===== src/rtl/alu_operand_stage.sv =====
// Execute-entry stage: resolves ALU operands from the register file, the immediate
// or the EX/MEM/WB forwarding paths, and stalls on load-use hazards.
module alu_operand_stage #(
    parameter int XLEN = 64,
    parameter int RW   = 5
) (
    input  logic            clk,
    input  logic            rst_n,
    input  logic            in_valid,
    output logic            in_ready,
    input  logic [3:0]      in_alu_sel,
    input  logic [RW-1:0]   in_rs1,
    input  logic [RW-1:0]   in_rs2,
    input  logic [XLEN-1:0] in_rs1_val,
    input  logic [XLEN-1:0] in_rs2_val,
    input  logic [XLEN-1:0] in_imm,
    input  logic            in_use_imm,
    input  logic [RW-1:0]   in_rd,
    input  logic            in_wen,
    input  logic            in_is_load,
    input  logic [XLEN-1:0] alu_result,
    input  logic            fwd_mem_valid,
    input  logic [RW-1:0]   fwd_mem_rd,
    input  logic            fwd_mem_is_load,
    input  logic [XLEN-1:0] fwd_mem_data,
    input  logic            fwd_wb_valid,
    input  logic [RW-1:0]   fwd_wb_rd,
    input  logic [XLEN-1:0] fwd_wb_data,
    input  logic            flush,
    output logic            out_valid,
    input  logic            out_ready,
    output logic [3:0]      alu_sel,
    output logic [XLEN-1:0] src1,
    output logic [XLEN-1:0] src2,
    output logic [RW-1:0]   out_rd,
    output logic            out_wen,
    output logic            out_is_load
);

    // Handshake: a transfer happens on a rising edge where valid && ready are both 1.
    // valid never waits on ready, and held payloads stay bit-stable until the transfer.

    logic            ex_alu;
    logic            ex_load;
    logic            mem_alu;
    logic            mem_load;
    logic            hazard;
    logic [XLEN-1:0] src1_next;
    logic [XLEN-1:0] src2_next;

    assign ex_alu   = out_valid && out_wen && !out_is_load;
    assign ex_load  = out_valid && out_wen && out_is_load;
    assign mem_alu  = fwd_mem_valid && !fwd_mem_is_load;
    assign mem_load = fwd_mem_valid && fwd_mem_is_load;

    function automatic logic [XLEN-1:0] resolve(
        input logic [RW-1:0]   rs,
        input logic [XLEN-1:0] rf_val,
        input logic            ex_v,
        input logic [RW-1:0]   ex_rd,
        input logic [XLEN-1:0] ex_data,
        input logic            mem_v,
        input logic [RW-1:0]   mem_rd,
        input logic [XLEN-1:0] mem_data,
        input logic            wb_v,
        input logic [RW-1:0]   wb_rd,
        input logic [XLEN-1:0] wb_data
    );
        logic [XLEN-1:0] val;
        if (rs == '0)                       val = '0;
        else if (ex_v && ex_rd == rs)       val = ex_data;
        else if (mem_v && mem_rd == rs)     val = mem_data;
        else if (wb_v && wb_rd == rs)       val = wb_data;
        else                                val = rf_val;
        return val;
    endfunction

    // A load still in EX or MEM has no data yet, so a consumer must wait for WB.
    function automatic logic load_dep(
        input logic [RW-1:0] rs,
        input logic          ex_v,
        input logic [RW-1:0] ex_rd,
        input logic          mem_v,
        input logic [RW-1:0] mem_rd
    );
        return (rs != '0) && ((ex_v && ex_rd == rs) || (mem_v && mem_rd == rs));
    endfunction

    always_comb begin
        hazard = load_dep(in_rs1, ex_load, out_rd, mem_load, fwd_mem_rd) ||
                 (!in_use_imm && load_dep(in_rs2, ex_load, out_rd, mem_load, fwd_mem_rd));
        src1_next = resolve(in_rs1, in_rs1_val, ex_alu, out_rd, alu_result,
                            mem_alu, fwd_mem_rd, fwd_mem_data,
                            fwd_wb_valid, fwd_wb_rd, fwd_wb_data);
        src2_next = in_use_imm ? in_imm :
                    resolve(in_rs2, in_rs2_val, ex_alu, out_rd, alu_result,
                            mem_alu, fwd_mem_rd, fwd_mem_data,
                            fwd_wb_valid, fwd_wb_rd, fwd_wb_data);
    end

    assign in_ready = rst_n && !flush && !hazard && (!out_valid || out_ready);

    always_ff @(posedge clk) begin
        if (!rst_n) begin
            out_valid   <= 1'b0;
            alu_sel     <= '0;
            src1        <= '0;
            src2        <= '0;
            out_rd      <= '0;
            out_wen     <= 1'b0;
            out_is_load <= 1'b0;
        end else if (flush) begin
            out_valid <= 1'b0;
        end else if (in_valid && in_ready) begin
            out_valid   <= 1'b1;
            alu_sel     <= in_alu_sel;
            src1        <= src1_next;
            src2        <= src2_next;
            out_rd      <= in_rd;
            out_wen     <= in_wen;
            out_is_load <= in_is_load;
        end else if (out_ready || !out_valid) begin
            // Nothing captured while the held instruction leaves: emit a bubble.
            out_valid <= 1'b0;
        end
    end

endmodule


===== config.mk =====
export PLATFORM = sky130hd
export DESIGN_NAME = alu_operand_stage
export DESIGN_NICKNAME = d
export VERILOG_FILES = /design/src/rtl/alu_operand_stage.sv
export SDC_FILE = /design/constraint.sdc
export NUM_CORES = 1
export LEC_CHECK = 0
export BUFFER_PORTS_ARGS = -buffer_cell sky130_fd_sc_hd__buf_4
export CAP_MARGIN = 10
export CORE_AREA = 2 2 219 221
export DETAILED_ROUTE_END_ITERATION = 10
export DIE_AREA = 0 0 221 223
export PLACE_DENSITY = 0.56
export SLEW_MARGIN = 30
export SYNTH_ARGS = -nofsm -noshare
export SYNTH_HDL_FRONTEND = slang
export SYNTH_SLANG_ARGS = --single-unit

===== constraint.sdc =====
create_clock -name clk -period 2.45 [get_ports clk]
set_input_delay 0.245 -clock clk [delete_from_list [all_inputs] [get_ports clk]]
set_output_delay 0.245 -clock clk [all_outputs]
set_load 0.1 [all_outputs]

==> results.py <==
metrics = {
    "place": {
        "placed_area_um2": 15390,
        "dp_slack_ns": -0.06157,
        "port-buffer-count": 564,
        "dp.cells": 2296,
        "gp_congestion": 0.9051,
        "hpwl_um": 43020,
    },
    "pwr": {
        "power_switching_share": 0.3445,
        "leakagePower_nw": 6.965,
        "clkPwrFrac": 0.363,
        "switchingPower_w": 0.002652,
        "combPwrFrac": 0.321,
        "powerDensity_nw_per_um2": 466.0,
        "peakVddDrop_mv": 0.3120,
        "pwr-share-seq": 0.315,
        "internal_power_w": 0.005045,
    },
    "cells_and_area": {
        "synthToLayoutAreaGrowth_pct": 66.10,
        "multi_input_area_um2": 6573,
        "regArea_um2": 2813,
        "final_area_um2": 16520,
        "fillCellCount": 4897,
        "fin_util": 0.3504,
        "drive_above_1_share": 0.4403,
        "finalNetCount": 2172,
        "final_cells": 2376,
    },
    "setup_path": {
        "critical_path.startpoint_type": "primary input",
        "cp_max_fo": 13,
        "r2r-end": "src2[30]",
        "r2r_start": "out_rd[1]",
        "path_class": "primary input to output pin",
        "arrival_ns": 2.11,
        "cp_common_cell": "buf_6",
        "end_kind": "output pin",
        "crit_family": "buffers and inverters",
        "crit_slowest_cell": "dlygate4sd3_1",
        "crit_path_max_incr_delay_ns": 0.52,
        "reg2regPathDepth": 8,
        "r2r_setup_slack_ns": 0.14,
        "worstPathRequired_ns": 2.20,
        "crit_buf_inv": 4,
        "crit_chain": "buf_4 -> dlygate4sd3_1 -> nand2b_1 -> nor2b_1 -> o31ai_1 -> or2_4 -> buf_6 -> nor2_4 -> buf_6",
    },
    "sta": {
        "tightest_slew_ns": 0.8306,
        "finClkSkew_ns": 0.006270,
        "hold_ws_ns": 0.04004,
        "maxSlewViolCount": 0,
        "final.period_utilization": 0.9604,
        "min_period_ns": 2.353,
        "final_hold_viol_count": 0,
        "max_freq_mhz": 425.0,
        "slew_headroom": 0.4463,
        "worst_slack_ns": 0.09708,
        "setup_viol": 0,
    },
    "synth": {
        "netlist_instances": 1181,
        "synthesis.nets": 1605,
        "ys_seq_elements": 140,
        "yosys_warnings": 0,
        "synth_area_leaders": "dfxtp_1 28%, a221o_1 13%, o221ai_2 9.1%, a22oi_1 8.4%, a21oi_1 7.1%",
        "syn_avg_cell_area_um2": 8.420,
        "synthesis.area_um2": 9945,
        "synth.top_cell.area_share": 0.2818,
        "yosys.cell_types.count": 36,
        "synth_top_area_cell": "dfxtp_1",
        "synth_seq_area_share": 0.2818,
    },
    "global_route": {
        "globalRouteOverflowTotal": 0,
        "antenna_found_initial": 3,
        "grt_pass1_wl_um": 84660,
        "grt_usage": 0.2268,
        "grt_max_degree": 67,
        "grt_pass1_vias": 13250,
    },
    "worst_hold_path": {
        "min_from": "in_imm[19]",
        "whs_path_depth": 3,
        "whs_endpoint": "src2[19]",
        "worstHoldPathType": "primary input to flip-flop",
    },
    "floorplanning": {
        "start_util": 0.2109,
        "dieArea_um2": 49280,
        "num_io_pins": 565,
        "rows": 80,
        "die_y_um": 223,
        "core_um2": 47150,
        "die_x_um": 221,
    },
    "cts": {
        "h-tree-depth": 4,
        "cts_max_path_buffers": 2,
        "path_clk_slew_ns": 0.06,
        "cts_made_buffers": 17,
        "clk_latency_ns": 0.48,
        "clockRootBuffer": "clkbuf_16",
        "clock-sinks": 140,
        "cts_tree": "built",
        "postCtsSetupBuffers": 0,
    },
    "route": {
        "ant_nets": 0,
        "vias": 13290,
        "dr.first_iter.drc_count": 1221,
        "wl_per_cell_um": 24.66,
        "vias_per_cell": 5.594,
        "first_pass_iters": 6,
        "drc": 0,
        "routed_wl_um": 58590,
    },
    "run": {
        "cap_violations": 0,
    },
    "run_status": {
        "status": "complete, no violations",
    },
}
[power groups by stage]
stage / clock network (W) / registers (W) / logic [W]
5_1_grt: 0.00295 / 0.00243 / 0.00258
6_report: 0.00280 / 0.00243 / 0.00247
2_1_floorplan: 0 / 0.00308 / 0.000692
4_1_cts: 0.00288 / 0.00243 / 0.00245
3_3_place_gp: 0 / 0.00248 / 0.00237
3_5_place_dp: 0 / 0.00247 / 0.00238
[metal layers]
layer | track usage | vias to the layer above | part of all wire
met3 | 0.07033 | 155 | 0.095
met5 | 0 | - | 0.00051
met4 | 0.09461 | 4 | 0.034
met1 | 0.2725 | 6370 | 0.40
met2 | 0.3745 | 877 | 0.47
li1 | - | 5885 | -
[flip-flops by register name (all words and copies together) (netlist names)]
name	cells
alu_sel	4
src2	64
out_wen	1
out_valid	1
out_is_load	1
src1	64
out_rd	5
[stage by stage]
stage / power, W / setup TNS (ns)
after floorplan: 0.003775 / 0
after global placement: 0.004844 / -0.04960
after detailed placement: 0.004857 / -0.2375
after CTS: 0.007762 / 0
after global routing: 0.007961 / -0.02086
final: 0.007697 / 0
[cells in the mapped netlist]
cell / instances
a21oi_1: 142
a221o_1: 128
a22o_1: 34
a22oi_1: 111
and2_1: 64
buf_1: 1
buf_2: 8
buf_6: 12
clkbuf_1: 132
dfxtp_1: 140
inv_1: 3
nand2_1: 74
nand2b_1: 3
nand3_1: 18
nand3b_1: 1
nand4_1: 64
nor2_1: 71
nor2b_1: 1
nor3_1: 7
nor3_4: 1
nor4_1: 2
nor4_4: 1
o21a_1: 1
o21ai_0: 1
o21bai_1: 1
o21bai_2: 1
o221ai_1: 4
o221ai_2: 60
o2bb2ai_1: 47
o31ai_1: 12
or2_1: 1
or3_1: 2
or4_1: 1
or4_4: 2
xnor2_1: 29
xor2_1: 1
[worst min-delay path: stages]
cell      delay [ns]
buf_4           0.09
nand4_1         0.09
o221ai_2        0.06
[placed cells by master (no fill, tap or decap), drive strengths merged, types with 3 or more instances in the layout]
master,count
o2bb2ai,47
clkinv,5
or4,3
dfxtp,140
clkbuf,21
and2,64
a21oi,142
buf,653
nand2b,3
a22oi,111
inv,4
nand2,74
nor4,3
nor2,71
dlygate4sd3,48
a221o,128
nand4,64
a22o,34
bufinv,3
xnor2,29
o31ai,12
nor3,8
nand3,18
o221ai,64
[logic make-up after synthesis]
| group | share of synthesized area |
|---|---|
| DFF | 0.2818 |
| xor gates and xnor gates | 0.02642 |
| AOI/OAI and AO/OA | 0.4618 |
| and+or+nand+nor | 0.1610 |
| buffers and inverters | 0.06895 |
[cell type report]
class | count | area share
Timing Repair Buffer | 701 | 0.3475
Tap cell | 615 | 0.04658
Clock inverter | 10 | 0.008408
Inverter | 3 | 0.0006817
Multi-Input combinational cell | 885 | 0.3979
Sequential cell | 140 | 0.1703
Clock buffer | 21 | 0.02848
Antenna cell | 1 | 0.0001515
[timing repair]
action | in CTS | in global routing
resized for setup | 4 | 4
setup endpoints to repair | 1 | 1
hold buffers | 48 | 0
hold endpoints to repair | 47 | 0
pin swaps | 0 | 1
[how the worst max path moves through the flow]
stage	slack [ns]	end	start	cells after the start
6_report	0.1	in_ready	out_ready	9
5_1_grt	-0.02	in_ready	out_rd[2]	7
4_1_cts	0.02	in_ready	out_ready	9
3_5_place_dp	-0.06	src1[6]	in_rs1[4]	9
3_3_place_gp	-0.05	src1[6]	in_rs1[1]	9
2_1_floorplan	0.08	src1[2]	out_rd[3]	7
No activity file was read; power rests on OpenSTA's default activity.
